**config.mk**
```make
export PLATFORM = sky130hd
export DESIGN_NAME = chan_arb
export DESIGN_NICKNAME = d
export VERILOG_FILES = /design/src/rtl/chan_arb_pkg.sv /design/src/rtl/chan_arb_rr_pick.sv /design/src/rtl/mux.sv /design/src/rtl/chan_arb.sv
export SDC_FILE = /design/constraint.sdc
export NUM_CORES = 1
export LEC_CHECK = 0
export ABC_AREA = 1
export CAP_MARGIN = 20
export CELL_PAD_IN_SITES_DETAIL_PLACEMENT = 0
export CELL_PAD_IN_SITES_GLOBAL_PLACEMENT = 1
export CORE_MARGIN = 5
export CORE_UTILIZATION = 23
export CTS_BUF_LIST = sky130_fd_sc_hd__clkbuf_8
export DETAILED_ROUTE_END_ITERATION = 10
export GPL_TIMING_DRIVEN = 1
export MAX_ROUTING_LAYER = met4
export PLACE_DENSITY = 0.92
export RECOVER_POWER = 25
export SLEW_MARGIN = 20
export SYNTH_ARGS = -nofsm -noshare
export SYNTH_HDL_FRONTEND = slang
export SYNTH_SLANG_ARGS = --single-unit
```
**constraint.sdc**
```tcl
create_clock -name clk -period 5.2 [get_ports clk]
set_clock_uncertainty 0.2 [all_clocks]
set_input_delay 1.56 -clock clk [delete_from_list [all_inputs] [get_ports clk]]
set_output_delay 1.56 -clock clk [all_outputs]
set_load 0.02 [all_outputs]
```
**src/rtl/chan_arb_pkg.sv**
```systemverilog
// Shared types and helpers for the channel arbiter: state encoding and a
// constant-evaluable ceiling log2 used to size selects and counters.
package chan_arb_pkg;

  typedef enum logic {
    ST_IDLE  = 1'b0,
    ST_GRANT = 1'b1
  } state_t;

  function automatic int clog2(input int value);
    int r;
    r = 0;
    for (int i = 0; i < 31; i++) begin
      r = ((1 << i) < value) ? (i + 1) : r;
    end
    return r;
  endfunction

endpackage

```
**src/rtl/chan_arb_rr_pick.sv**
```systemverilog
// Combinational round-robin picker: first set bit of eligible at or above ptr,
// wrapping modulo NCHAN (rotate, priority-encode, un-rotate).
module chan_arb_rr_pick
  import chan_arb_pkg::*;
#(
  parameter int NCHAN = 4
) (
  input  logic [NCHAN-1:0]        eligible,
  input  logic [clog2(NCHAN)-1:0] ptr,
  output logic                    found,
  output logic [clog2(NCHAN)-1:0] idx
);

  localparam int SW = clog2(NCHAN);

  logic [NCHAN-1:0] rot_s;
  logic [SW-1:0]    off_s;

  // Rotate so ptr lands at bit 0, then take the lowest set bit.
  always_comb begin
    int j_v;
    int sum_v;
    j_v   = 0;
    sum_v = 0;
    rot_s = '0;
    found = 1'b0;
    off_s = '0;
    for (int k = 0; k < NCHAN; k++) begin
      j_v = int'(ptr) + k;
      if (j_v >= NCHAN) begin
        j_v = j_v - NCHAN;
      end else begin
        j_v = j_v;
      end
      rot_s[k] = eligible[j_v];
    end
    for (int k = NCHAN - 1; k >= 0; k--) begin
      if (rot_s[k]) begin
        found = 1'b1;
        off_s = SW'(k);
      end else begin
        off_s = off_s;
      end
    end
    // Explicit wrap keeps non-power-of-two channel counts in range.
    sum_v = int'(ptr) + int'(off_s);
    if (sum_v >= NCHAN) begin
      sum_v = sum_v - NCHAN;
    end else begin
      sum_v = sum_v;
    end
    idx = SW'(sum_v);
  end

endmodule

```
**src/rtl/mux.sv**
```systemverilog
// Generic N-way word multiplexer; selects word sel out of SEL packed words.
module mux
  import chan_arb_pkg::*;
#(
  parameter int WIDTH = 16,
  parameter int SEL   = 4
) (
  input  logic [SEL*WIDTH-1:0]  in_data,
  input  logic [clog2(SEL)-1:0] sel,
  output logic [WIDTH-1:0]      out_data
);

  // Word select; out-of-range selects yield zero.
  always_comb begin
    out_data = '0;
    for (int i = 0; i < SEL; i++) begin
      if (sel == clog2(SEL)'(i)) begin
        out_data = in_data[i*WIDTH +: WIDTH];
      end else begin
        out_data = out_data;
      end
    end
  end

endmodule

```
**src/rtl/chan_arb.sv**
```systemverilog
// Round-robin burst arbiter sharing one downstream valid/ready word path among
// NCHAN channels, with a per-channel enable mask.
module chan_arb
  import chan_arb_pkg::*;
#(
  parameter int NCHAN = 4,
  parameter int WIDTH = 16,
  parameter int BURST = 8
) (
  input  logic                    clk,
  input  logic                    rst_n,
  input  logic [NCHAN-1:0]        chan_en,
  input  logic [NCHAN-1:0]        in_valid,
  input  logic [NCHAN*WIDTH-1:0]  in_data,
  output logic [NCHAN-1:0]        in_ready,
  output logic                    out_valid,
  input  logic                    out_ready,
  output logic [WIDTH-1:0]        out_data,
  output logic [clog2(NCHAN)-1:0] out_chan,
  output logic                    busy
);

  localparam int SW = clog2(NCHAN);
  localparam int CW = clog2(BURST + 1);

  state_t        state_r, state_n;
  logic [SW-1:0] gnt_sel_r, gnt_sel_n;
  logic [SW-1:0] rr_ptr_r, rr_ptr_n;
  logic [CW-1:0] burst_cnt_r, burst_cnt_n;

  logic          found_s;
  logic [SW-1:0] pick_s;
  logic [SW-1:0] next_ptr_s;
  logic          xfer_s;
  logic          last_s;

  chan_arb_rr_pick #(.NCHAN(NCHAN)) u_pick (
    .eligible (in_valid & chan_en),
    .ptr      (rr_ptr_r),
    .found    (found_s),
    .idx      (pick_s)
  );

  mux #(.WIDTH(WIDTH), .SEL(NCHAN)) u_mux (
    .in_data  (in_data),
    .sel      (gnt_sel_r),
    .out_data (out_data)
  );

  // Handshake outputs are combinational from the registered grant so reset drops them at once.
  always_comb begin
    busy      = (state_r == ST_GRANT);
    out_chan  = gnt_sel_r;
    out_valid = busy & in_valid[gnt_sel_r] & chan_en[gnt_sel_r];
    xfer_s    = out_valid & out_ready;
    last_s    = (burst_cnt_r == CW'(BURST - 1));
    in_ready  = '0;
    if (xfer_s) begin
      in_ready[gnt_sel_r] = 1'b1;
    end else begin
      in_ready = '0;
    end
    next_ptr_s = (gnt_sel_r == SW'(NCHAN - 1)) ? '0 : gnt_sel_r + SW'(1);
  end

  // Next-state: grant on arbitration, release on last transfer or dry/disabled channel.
  always_comb begin
    state_n     = state_r;
    gnt_sel_n   = gnt_sel_r;
    rr_ptr_n    = rr_ptr_r;
    burst_cnt_n = burst_cnt_r;
    case (state_r)
      ST_IDLE: begin
        if (found_s) begin
          gnt_sel_n   = pick_s;
          burst_cnt_n = '0;
          state_n     = ST_GRANT;
        end else begin
          state_n = ST_IDLE;
        end
      end
      ST_GRANT: begin
        if (!out_valid) begin
          rr_ptr_n = next_ptr_s;
          state_n  = ST_IDLE;
        end else if (xfer_s) begin
          burst_cnt_n = burst_cnt_r + CW'(1);
          if (last_s) begin
            rr_ptr_n = next_ptr_s;
            state_n  = ST_IDLE;
          end else begin
            state_n = ST_GRANT;
          end
        end else begin
          state_n = ST_GRANT;
        end
      end
      default: begin
        state_n = ST_IDLE;
      end
    endcase
  end

  // State registers.
  always_ff @(posedge clk or negedge rst_n) begin
    if (!rst_n) begin
      state_r     <= ST_IDLE;
      gnt_sel_r   <= '0;
      rr_ptr_r    <= '0;
      burst_cnt_r <= '0;
    end else begin
      state_r     <= state_n;
      gnt_sel_r   <= gnt_sel_n;
      rr_ptr_r    <= rr_ptr_n;
      burst_cnt_r <= burst_cnt_n;
    end
  end

endmodule
```
-- After elaboration in Yosys (flattened, before gate mapping)
Cells that the tools add are included.
- register bits: 9
- input bits: 75
- output and inout port bits: 24
- logic and storage cells: 94
- eq/ne operators: 9
- add/sub/neg operators: 11
- bitwise operators: 5
- magnitude comparators: 11
- reductions and logical operators: 5
- muxes and demuxes: 49
- operators by type and width (kind ; number):
    $lt A32 B4 Y1 const B ; 4
    $mux W32 ; 4
    $ge A32 B4 Y1 const B ; 3
    $sub A32 B4 Y32 const B ; 3
    $mux W16 ; 4
    $mux W1 ; 19
    $mux W2 ; 9
    $mux W4 ; 4
    $bmux W1 S2 ; 6
    $pmux W4 S2 ; 1
    $add A2 B2 Y3 const B ; 2
    $ne A2 B1 Y1 const B ; 3
    $reduce_and A3 Y1 ; 2
    $add A4 B1 Y4 const B ; 1
    $and A4 B4 Y4 ; 1
    $eq A2 B2 Y1 const B ; 2
    $eq A4 B3 Y1 const B ; 1
    $ne A2 B2 Y1 const B ; 2
    $sub A2 B3 Y4 const B ; 1
    $add A2 B1 Y3 const B ; 1
    $add A2 B2 Y3 ; 1
    $and A1 B1 Y1 ; 3
    $ge A2 B3 Y1 const B ; 1
    $ge A3 B3 Y1 const B ; 1
    11 further kinds ; 11

-- Depth between registers and ports, before layout
Gate-level depths: netlist of run 1.
- word-level depth: 13
- depth in mapped cells: 15
- mapped depth without buffers: 14

-- Cells and area by module
From an unflattened synthesis of run 1, not the netlist that was laid out.
- cells, all modules: 232
- area total of the unflattened synthesis: 1398.8 um^2
- modules (own cells, without submodules) (module ; times used ; cells each ; area each (um^2) ; sequential area each (um^2)):
    chan_arb ; 1 ; 82 ; 613.1 ; 225.2
    mux ; 1 ; 94 ; 526.8 ; 0.0
    chan_arb_rr_pick ; 1 ; 56 ; 259.0 ; 0.0

-- Least setup slack after synthesis of run 1
Ideal clock, no wire load.
- kind: in2out
- start: input chan_en[2]
- end: output in_ready[0]
- buffers on the path: 0
- required time: 3440 ps
- setup slack: 1072 ps
- cell stages on the path: 8
- data arrival time: 2368 ps
- cell sequence: nand2_1 > nand2_1 > nand3_1 > nand2_1 > nand2_2 > nor2_4 > inv_2 > nor2_1
- cells in the longest elaborated chain, start to end: 5
- RTL lines (element ; line ; RTL):
    start, declared ; chan_arb.sv:12 ; input logic [NCHAN-1:0] chan_en,
    $bmux W1 S2 ; chan_arb.sv:54 ; out_valid = busy & in_valid[gnt_sel_r] & chan_en[gnt_sel_r];
    $mux W1 (implied by the code) ; chan_arb.sv:54 ;
    $and A1 B1 Y1 ; chan_arb.sv:54 ;
    $and A1 B1 Y1 ; chan_arb.sv:55 ; xfer_s = out_valid & out_ready;
    $mux W4 ; chan_arb.sv:58 ; if (xfer_s) begin
    end, declared ; chan_arb.sv:15 ; output logic [NCHAN-1:0] in_ready,
Every way passes these cells. The select of a mux whose other input is x is not followed.

-- Worst setup path in the final report of run 1
- start: input chan_en[3]
- end: output out_valid
- cells in the longest elaborated chain, start to end: 3
- RTL lines (element ; line ; RTL):
    $bmux W1 S2 ; chan_arb.sv:54 ;
    $mux W1 (implied by the code) ; chan_arb.sv:54 ;
    $and A1 B1 Y1 ; chan_arb.sv:54 ;
    end, declared ; chan_arb.sv:16 ; output logic out_valid,
Every way passes these cells. The select of a mux whose other input is x is not followed.

==> flow_summary.ini, run 1 <==
[run_status]
status = complete, no violations

[sta]
fmax_ghz = 0.201
rsz0062_at_grt = false
relSlewSlack_pct = 34.0
worst_pin_slew_ns = 0.990
drv_slew = 0
hold_viol_final = 0
tns_ns = 0
finalCriticalPeriod_ns = 4.96
setup_violations = 0
min_period_over_period_pct = 95.4

[job]
drv_cap = 0

[grt]
grtUsageTotal_pct = 13.8
grt_antenna_before_repair = 0
grt_pass1_wl_um = 7940
grt_max_degree = 34
grt_pass1_vias = 1661
overflow = 0

[final_layout]
nFillCells = 568
final_cells = 393
num_antenna_cells = 0
layout-drive-gt1-share_pct = 6.54
layout_common_cells = clkdlybuf4s50_1 (93), nand2_1 (92), o21ai_0 (34)
finalNetCount = 403
finalInstanceArea_mm2 = 0.00236
final_common_cell = clkdlybuf4s50_1
area_delta_synth_final_pct = 85.6

[placement]
routabilityCongestion = 0.841
dp_cells = 389
io_buffers = 98
dpl_cell_area_mm2 = 0.00231
dp_hpwl_um = 3930

[logic_synthesis]
synthSimpleGateAreaFrac_pct = 44.9
syn_area_mm2 = 0.00127
syn_nets = 307
synth_top_family_by_area = simple AND/OR/NAND/NOR gates
yosysSeqAreaShare_pct = 17.7
syn_inst = 226
synth-xor-area-share_pct = 1.38
ys_ff_latch = 9
yosys.area_share.adder_pct = 5.90
yosys_warnings = 0
muxShareOfSynthArea_pct = 0
synth-compound-area-share_pct = 21.2
syn_avg_cell_area_um2 = 5.63
synth.distinct_cells = 23

[setup_path]
path_buf_inv = 4
r2r-end = out_chan[1]
path_class = in -> out
cp_data_arrival_time_ns = 3.20
endpoint_kind = output pin
cp_common_cell = nand2_1
crit_required_ns = 3.44
worstReg2RegStart = rr_ptr_r[0]
worst_setup_path_start_kind = input pin
critical_path.max_fanout = 3
slowest_delay_ns = 0.60
crit_cells = 9
path_delay_family = buffers and inverters
reg2reg_slack_ns = 3.07
slowest_stage = clkdlybuf4s50_1
crit_chain = clkdlybuf4s50_1, nand2_1, nand2_1, nand3_1, nand2_1, nand2_2, buf_4, inv_1, clkdlybuf4s50_1
ff2ff_path_depth = 14

[clock_tree]
cts_tree = done
clock_path_buffers = 2
cts_sinks = 9
postCtsSetupRepairBufs = 0
insertion_delay_ns = 0.23
cts_made_buffers = 3
clk_pin_slew_ns = 0.05
cts_hold_buf = 0
root_buffer = clkbuf_8
htreeDepth = 1

[worst_hold_path]
worstHoldStart = burst_cnt_r[1]
hold_depth = 2
hp-class = reg -> reg
min_to = burst_cnt_r[1]

[floorplan]
fp-row-count = 27
fp.dieArea_mm2 = 0.00712
pin_count = 99
core-area_mm2 = 0.00544
die_x_um = 84.4
die_h_um = 84.4
initial_utilization_pct = 23.4

[routing]
post_drt_via_cell_ratio = 4.37
dr.pass1.iters = 4
wl_um = 4930
drc_errors = 0
ant_nets = 0
vias = 1718
post_drt_wl_per_cell_um = 12.5
drt_iter0_markers = 44

[power]
vdd_ir_drop_max_mv = 0.266
total_power_w = 0.00132
p_leak_nw = 1.12
power_density_mw_per_mm2 = 560
==> worst min-delay path: cells and delay by family, from the launching register on <==
family	cells	cell delay [ns]
simple gates	2	0.13
flops	1	0.36
==> report_power, final <==
part / total, W / switching [W] / internal (W)
Clock: 0.0000810 / 0.0000287 / 0.0000523
Sequential: 0.000139 / 0.0000425 / 0.0000962
Combinational: 0.00110 / 0.000632 / 0.000470
Total: 0.00132 / 0.000703 / 0.000619
==> repair_timing <==
action | CTS | global route
hold endpoints to repair | 0 | 0
gates resized for setup | 0 | 4
setup endpoints to repair | 0 | 4
==> synthesized netlist by cell type (all sizes together) <==
| library cell | n | area (µm²) |
|---|---|---|
| a31oi | 1 | 6.26 |
| xor2 | 2 | 17.5 |
| nand2 | 97 | 395 |
| a21oi | 16 | 80.1 |
| nand3 | 18 | 90.1 |
| clkbuf | 5 | 18.8 |
| o21ai | 36 | 184 |
| nor2 | 14 | 80.1 |
| buf | 5 | 33.8 |
| dfrtp | 9 | 225 |
| inv | 16 | 60.1 |
| or2 | 1 | 6.26 |
| ha | 6 | 75.1 |
==> worst max path at each step <==
stage	from	to	slack (ns)
finish	chan_en[3]	out_valid	0.24
global route	in_valid[3]	out_valid	0.09
CTS	chan_en[2]	in_ready[3]	0.1
detailed placement	chan_en[3]	in_ready[1]	0.11
global placement	chan_en[2]	in_ready[1]	0.11
floorplan	chan_en[2]	in_ready[0]	1.07
==> per-stage QoR <==
step	utilization [%]	setup WS, ns	hold WS, ns
floorplan	-	1.07	0.294
global placement	42.5	0.106	0.318
detailed placement	42.5	0.110	0.332
CTS	43.4	0.0979	0.341
global route	43.4	0.0895	0.380
finish	43.4	0.237	0.334
==> routing by layer <==
metal	part of all wire (%)	track usage, %	routed length, µm
met5	0	-	0
met4	1.4	2.30	70
met1	47	17.5	2300
met2	47	22.7	2300
met3	5.2	3.24	258
==> cell type report <==
class | instances | area, µm² | area share [%]
Sequential cell | 9 | 225 | 9.53
Tap cell | 72 | 90.1 | 3.81
Timing Repair Buffer | 101 | 1010 | 42.9
Inverter | 16 | 60.1 | 2.54
Clock inverter | 1 | 5.00 | 0.212
Multi-Input combinational cell | 191 | 927 | 39.2
Clock buffer | 3 | 41.3 | 1.75
==> sequential cells by signal, indices dropped and copies added (netlist names) <==
register / flops
rr_ptr_r: 2
burst_cnt_r: 4
out_chan: 2
busy: 1
==> logic make-up after synthesis <==
kind of cell	after synthesis
buf+inv	26
compound gates	53
fa+ha+maj	6
flops	9
simple gates	130
xor+xnor	2
(Power assumes the default switching activity.)
==> run 2: changes to the inputs <==
--- a/config.mk
+++ b/config.mk
@@ -13,7 +13,7 @@
 export CORE_UTILIZATION = 23
 export CTS_BUF_LIST = sky130_fd_sc_hd__clkbuf_8
 export DETAILED_ROUTE_END_ITERATION = 10
-export GPL_TIMING_DRIVEN = 1
+export GPL_TIMING_DRIVEN = 0
 export MAX_ROUTING_LAYER = met4
 export PLACE_DENSITY = 0.92
 export RECOVER_POWER = 25
==> run 2 against run 1 <==
Sequential power is 5% lower. Utilization is 0.46 points higher. Critical endpoint is now in_ready[0]. Sequential share of layout area is 0.10 points lower. Die area stayed put. Wire length is 9.6% higher. Maximum frequency is 0.51% higher. Via count is 2.7% higher. Combinational power is 4% higher. Critical path depth is 1 higher. Register-to-register slack better by 0.06 ns. Design area is 1.1% higher.
==> flow_summary.ini, run 2 (synthesis gave the netlist of run 1 again) <==
[routing]
post_drt_via_cell_ratio = 4.41
drc_errors = 0
dr.pass1.iters = 5
wl_um = 5400
post_drt_wl_per_cell_um = 13.5
drt_iter0_markers = 75
vias = 1764
ant_nets = 0

[floorplan]
core-area_mm2 = 0.00544
pin_count = 99
die_h_um = 84.4
fp-row-count = 27
initial_utilization_pct = 23.4
fp.dieArea_mm2 = 0.00712
die_x_um = 84.4

[grt]
grt_pass1_vias = 1655
overflow = 0
grt_max_degree = 11
grt_pass1_wl_um = 8490
grt_antenna_before_repair = 0
grtUsageTotal_pct = 14.8

[final_layout]
area_delta_synth_final_pct = 87.6
finalInstanceArea_mm2 = 0.00239
final_common_cell = clkdlybuf4s50_1
finalNetCount = 410
largest_register_ffs = 4
largest-register = burst_cnt_r
layout-drive-gt1-share_pct = 6.71
num_antenna_cells = 0
final_cells = 400
layout_common_cells = clkdlybuf4s50_1 (93), nand2_1 (92), o21ai_0 (34)

[setup_path]
cp_data_arrival_time_ns = 3.18
critical_path.max_fanout = 9
worstReg2RegStart = rr_ptr_r[0]
r2r-end = out_chan[1]
path_class = in -> out
crit_required_ns = 3.44
cp_common_cell = nand2_1
crit_chain = clkdlybuf4s50_1, nand2_1, nand2_1, nand3_1, nand2_1, nand2_2, nor2_4, inv_2, nor2_1, dlygate4sd2_1
endpoint_kind = output pin
worst_setup_path_start_kind = input pin
slowest_stage = clkdlybuf4s50_1
reg2reg_slack_ns = 3.13
ff2ff_path_depth = 15
slowest_delay_ns = 0.49

[sta]
relSlewSlack_pct = 66.4
hold_viol_final = 0
fmax_ghz = 0.203
min_period_over_period_pct = 95.0
rsz0062_at_grt = false
timing.hold.ws_ns = 0.342
setup_violations = 0
worst_pin_slew_ns = 0.505
drv_slew = 0
finalCriticalPeriod_ns = 4.94
fin_ws_ns = 0.262

[power]
p_comb_share_pct = 84.2
total_power_w = 0.00135
seqPwrFrac_pct = 9.8
power.internal_w = 0.000625
vdd_ir_drop_max_mv = 0.272
swShare_pct = 53.6
p_sw_w = 0.000723
p_leak_nw = 1.13
pwr-share-clk_pct = 6.0
power_density_mw_per_mm2 = 565

[clock_tree]
cts_hold_buf = 0
clk_pin_slew_ns = 0.04
htreeDepth = 1
clock_path_buffers = 2
ctsResizeCount = 1
postCtsSetupRepairBufs = 0
cts_tree = done
cts_made_buffers = 3
cts_sinks = 9
root_buffer = clkbuf_8
insertion_delay_ns = 0.24

[placement]
dp_hpwl_um = 4280
routabilityCongestion = 0.862
place_ws_ns = -0.0127
dpl_cell_area_mm2 = 0.00234
io_buffers = 98
dp_cells = 396

[run_status]
status = complete, no violations

[worst_hold_path]
hold_depth = 2
min_to = burst_cnt_r[1]
hp-class = reg -> reg
worstHoldStart = burst_cnt_r[1]

[job]
drv_cap = 0
## run 2: through the flow
stage	TNS [ns]	utilization, %
after CTS	0	43.9
after global placement	0	43.1
final	0	43.9
after global routing	0	43.9
after detailed placement	-0.0127	43.1
after floorplan	0	-
## run 2: layer usage
| layer | vias to the layer above | global-route usage [%] | wire, µm |
|---|---|---|---|
| met4 | 0 | 5.47 | 127 |
| li1 | 938 | - | - |
| met3 | 11 | 2.65 | 264 |
| met2 | 59 | 22.1 | 2400 |
| met1 | 756 | 20.0 | 2610 |
| met5 | - | - | 0 |
## run 2: critical path, delay by kind of cell
family	cells	cell delay, ns
simple gates	7	0.70
buf+inv	3	0.93
## run 2: final cells by class
class                           count  area [µm²]
Buffer                             10        52.6
Timing Repair Buffer               98         987
Tap cell                           72        90.1
Clock inverter                      1        3.75
Clock buffer                        3        41.3
Sequential cell                     9         225
Multi-Input combinational cell    191         927
Inverter                           16        60.1
Fill cell                         574        3050
## run 2: how the worst max path moves through the flow
stage	slack, ns	end	start
final	0.26	in_ready[0]	chan_en[2]
after detailed placement	-0.01	in_ready[0]	chan_en[2]
after global placement	0.01	in_ready[0]	in_valid[2]
after floorplan	1.07	in_ready[0]	chan_en[2]
after global routing	0.15	in_ready[0]	chan_en[2]
after CTS	0.003	in_ready[3]	chan_en[2]
## run 2: power by group through the flow
stage | sequential (W) | clock [W] | combinational (W)
after detailed placement | 0.000133 | 0 | 0.00115
final | 0.000132 | 0.0000812 | 0.00114
after CTS | 0.000132 | 0.0000840 | 0.00115
after global placement | 0.000131 | 0 | 0.00114
after floorplan | 0.000137 | 0 | 0.000694
after global routing | 0.000136 | 0.0000887 | 0.00125
==> run 3: changes to the inputs <==
--- a/config.mk
+++ b/config.mk
@@ -17,6 +17,7 @@
 export MAX_ROUTING_LAYER = met4
 export PLACE_DENSITY = 0.92
 export RECOVER_POWER = 25
+export REMOVE_ABC_BUFFERS = 1
 export SLEW_MARGIN = 20
 export SYNTH_ARGS = -nofsm -noshare
 export SYNTH_HDL_FRONTEND = slang
==> run 3 against run 2 <==
Combinational power down 4%. Largest cell class unchanged. Clock-buffer cell count unchanged. Die area unchanged. Worst hold slack better by 0.0088 ns. Non-clock buffer count fell by 10. Power is 3.3% lower. Sequential power rose by 5%.
==> flow_summary.ini, run 3 (synthesis gave the netlist of run 1 again) <==
[run_status]
status = complete, no violations

[sta]
fmax_ghz = 0.205
worst_pin_slew_ns = 1.01
finalCriticalPeriod_ns = 4.89
relSlewSlack_pct = 32.8
tns_ns = 0
hold_viol_final = 0
rsz0062_at_grt = false
drv_slew = 0
timing.hold.ws_ns = 0.351
setup_violations = 0
min_period_over_period_pct = 94.0

[routing]
drc_errors = 0
vias = 1722
drt_iter0_markers = 79
wl_um = 4950
ant_nets = 0
post_drt_wl_per_cell_um = 12.7
dr.pass1.iters = 4
post_drt_via_cell_ratio = 4.42

[floorplan]
core-area_mm2 = 0.00544
fp-row-count = 27
die_h_um = 84.4
fp.dieArea_mm2 = 0.00712
die_x_um = 84.4
initial_utilization_pct = 23.4
pin_count = 99

[setup_path]
crit_start = chan_en[2]
worst_setup_path_start_kind = input pin
ff2ff_path_depth = 14
crit_required_ns = 3.44
endpoint_kind = output pin
critical_path.max_fanout = 4
cp_data_arrival_time_ns = 3.13
path_class = in -> out
worstReg2RegStart = rr_ptr_r[0]

[placement]
dpl_cell_area_mm2 = 0.00229
io_buffers = 98
dp_cells = 386
routabilityCongestion = 0.803
dp_hpwl_um = 3860

[clock_tree]
htreeDepth = 1
postCtsSetupRepairBufs = 0
insertion_delay_ns = 0.24
clk_pin_slew_ns = 0.05
cts_sinks = 9
cts_made_buffers = 3
clock_path_buffers = 2
cts_tree = done
root_buffer = clkbuf_8

[worst_hold_path]
worstHoldStart = burst_cnt_r[1]
hold_depth = 2
hp-class = reg -> reg

[final_layout]
num_antenna_cells = 0
finalInstanceArea_mm2 = 0.00234
largest-register = burst_cnt_r
largest_register_ffs = 4
layout_common_cells = clkdlybuf4s50_1 (93), nand2_1 (92), o21ai_0 (34)
area_delta_synth_final_pct = 84.2
final_common_cell = clkdlybuf4s50_1
finalNetCount = 400
final_cells = 390
layout-drive-gt1-share_pct = 5.35
final_core_util_pct = 43.1
nFillCells = 564

[power]
p_leak_nw = 1.11
vdd_ir_drop_max_mv = 0.407
power_density_mw_per_mm2 = 556

[grt]
grt_max_degree = 34
grt_pass1_wl_um = 7960
grtUsageTotal_pct = 13.6
overflow = 0
grt_antenna_before_repair = 0
grt_pass1_vias = 1624

[job]
drv_cap = 0
run 3: cell types whose count changed in the layout (fill, tap and decap cells not counted):
cell,change
nor2_4,+1
nor2_2,-1
buf_4,-1
dlygate4sd2_1,-1
dlymetal6s2s_1,+1
buf_2,-3
buf_6,-1
clkbuf_1,-5
run 3: layout make-up:
class	instances	area, µm²	area share, %
Inverter	16	60.1	2.56
Multi-Input combinational cell	191	932	39.8
Clock buffer	3	41.3	1.76
Sequential cell	9	225	9.61
Clock inverter	1	3.75	0.160
Tap cell	72	90.1	3.84
Timing Repair Buffer	98	991	42.3
run 3: worst paths after layout:
| check | to | slack (ns) |
|---|---|---|
| min in group asynchronous | burst_cnt_r[1] | 1.50 |
| hold / removal | burst_cnt_r[1] | 0.35 |
| setup reg to reg | out_chan[1] | 3.08 |
| max in group asynchronous | out_chan[1] | 2.99 |
| hold reg to reg | burst_cnt_r[1] | 0.35 |
| setup / recovery | out_valid | 0.31 |
run 3: layer usage:
| metal | part of all wire, % | up-vias | GRT usage (%) | routed length (µm) |
|---|---|---|---|---|
| met4 | 0.67 | 0 | 2.16 | 33 |
| met2 | 48 | 61 | 23.2 | 2370 |
| met5 | 0 | - | - | 0 |
| li1 | - | 914 | - | - |
| met1 | 44 | 742 | 17.0 | 2200 |
| met3 | 7.0 | 5 | 2.36 | 348 |
run 3: what timing repair did:
item / in CTS / in global routing
endpoints found under the setup margin: 0 / 4
gates resized for setup: 0 / 4
hold buffers: 0 / 0
run 3: through the flow:
stage | total power [W] | setup WS, ns
after floorplan | 0.000802 | 1.07
after global placement | 0.00123 | 0.00298
after detailed placement | 0.00124 | 0.0158
after CTS | 0.00132 | 0.00627
after global routing | 0.00144 | 0.197
final | 0.00130 | 0.310
run 3: critical path, cell delays in order:
cell and delay, ns:
clkdlybuf4s50_1 0.48, nand2_1 0.08, nand2_1 0.06, nand3_1 0.07
nand2_1 0.10, nand2_2 0.10, inv_1 0.07, clkdlybuf4s50_1 0.60
run 3: where the power goes:
group	internal, W	switching, W	leakage [nW]
logic	0.000460	0.000625	0.969
registers	0.0000962	0.0000419	0.116
clock network	0.0000515	0.0000286	0.0269
total	0.000608	0.000696	1.11
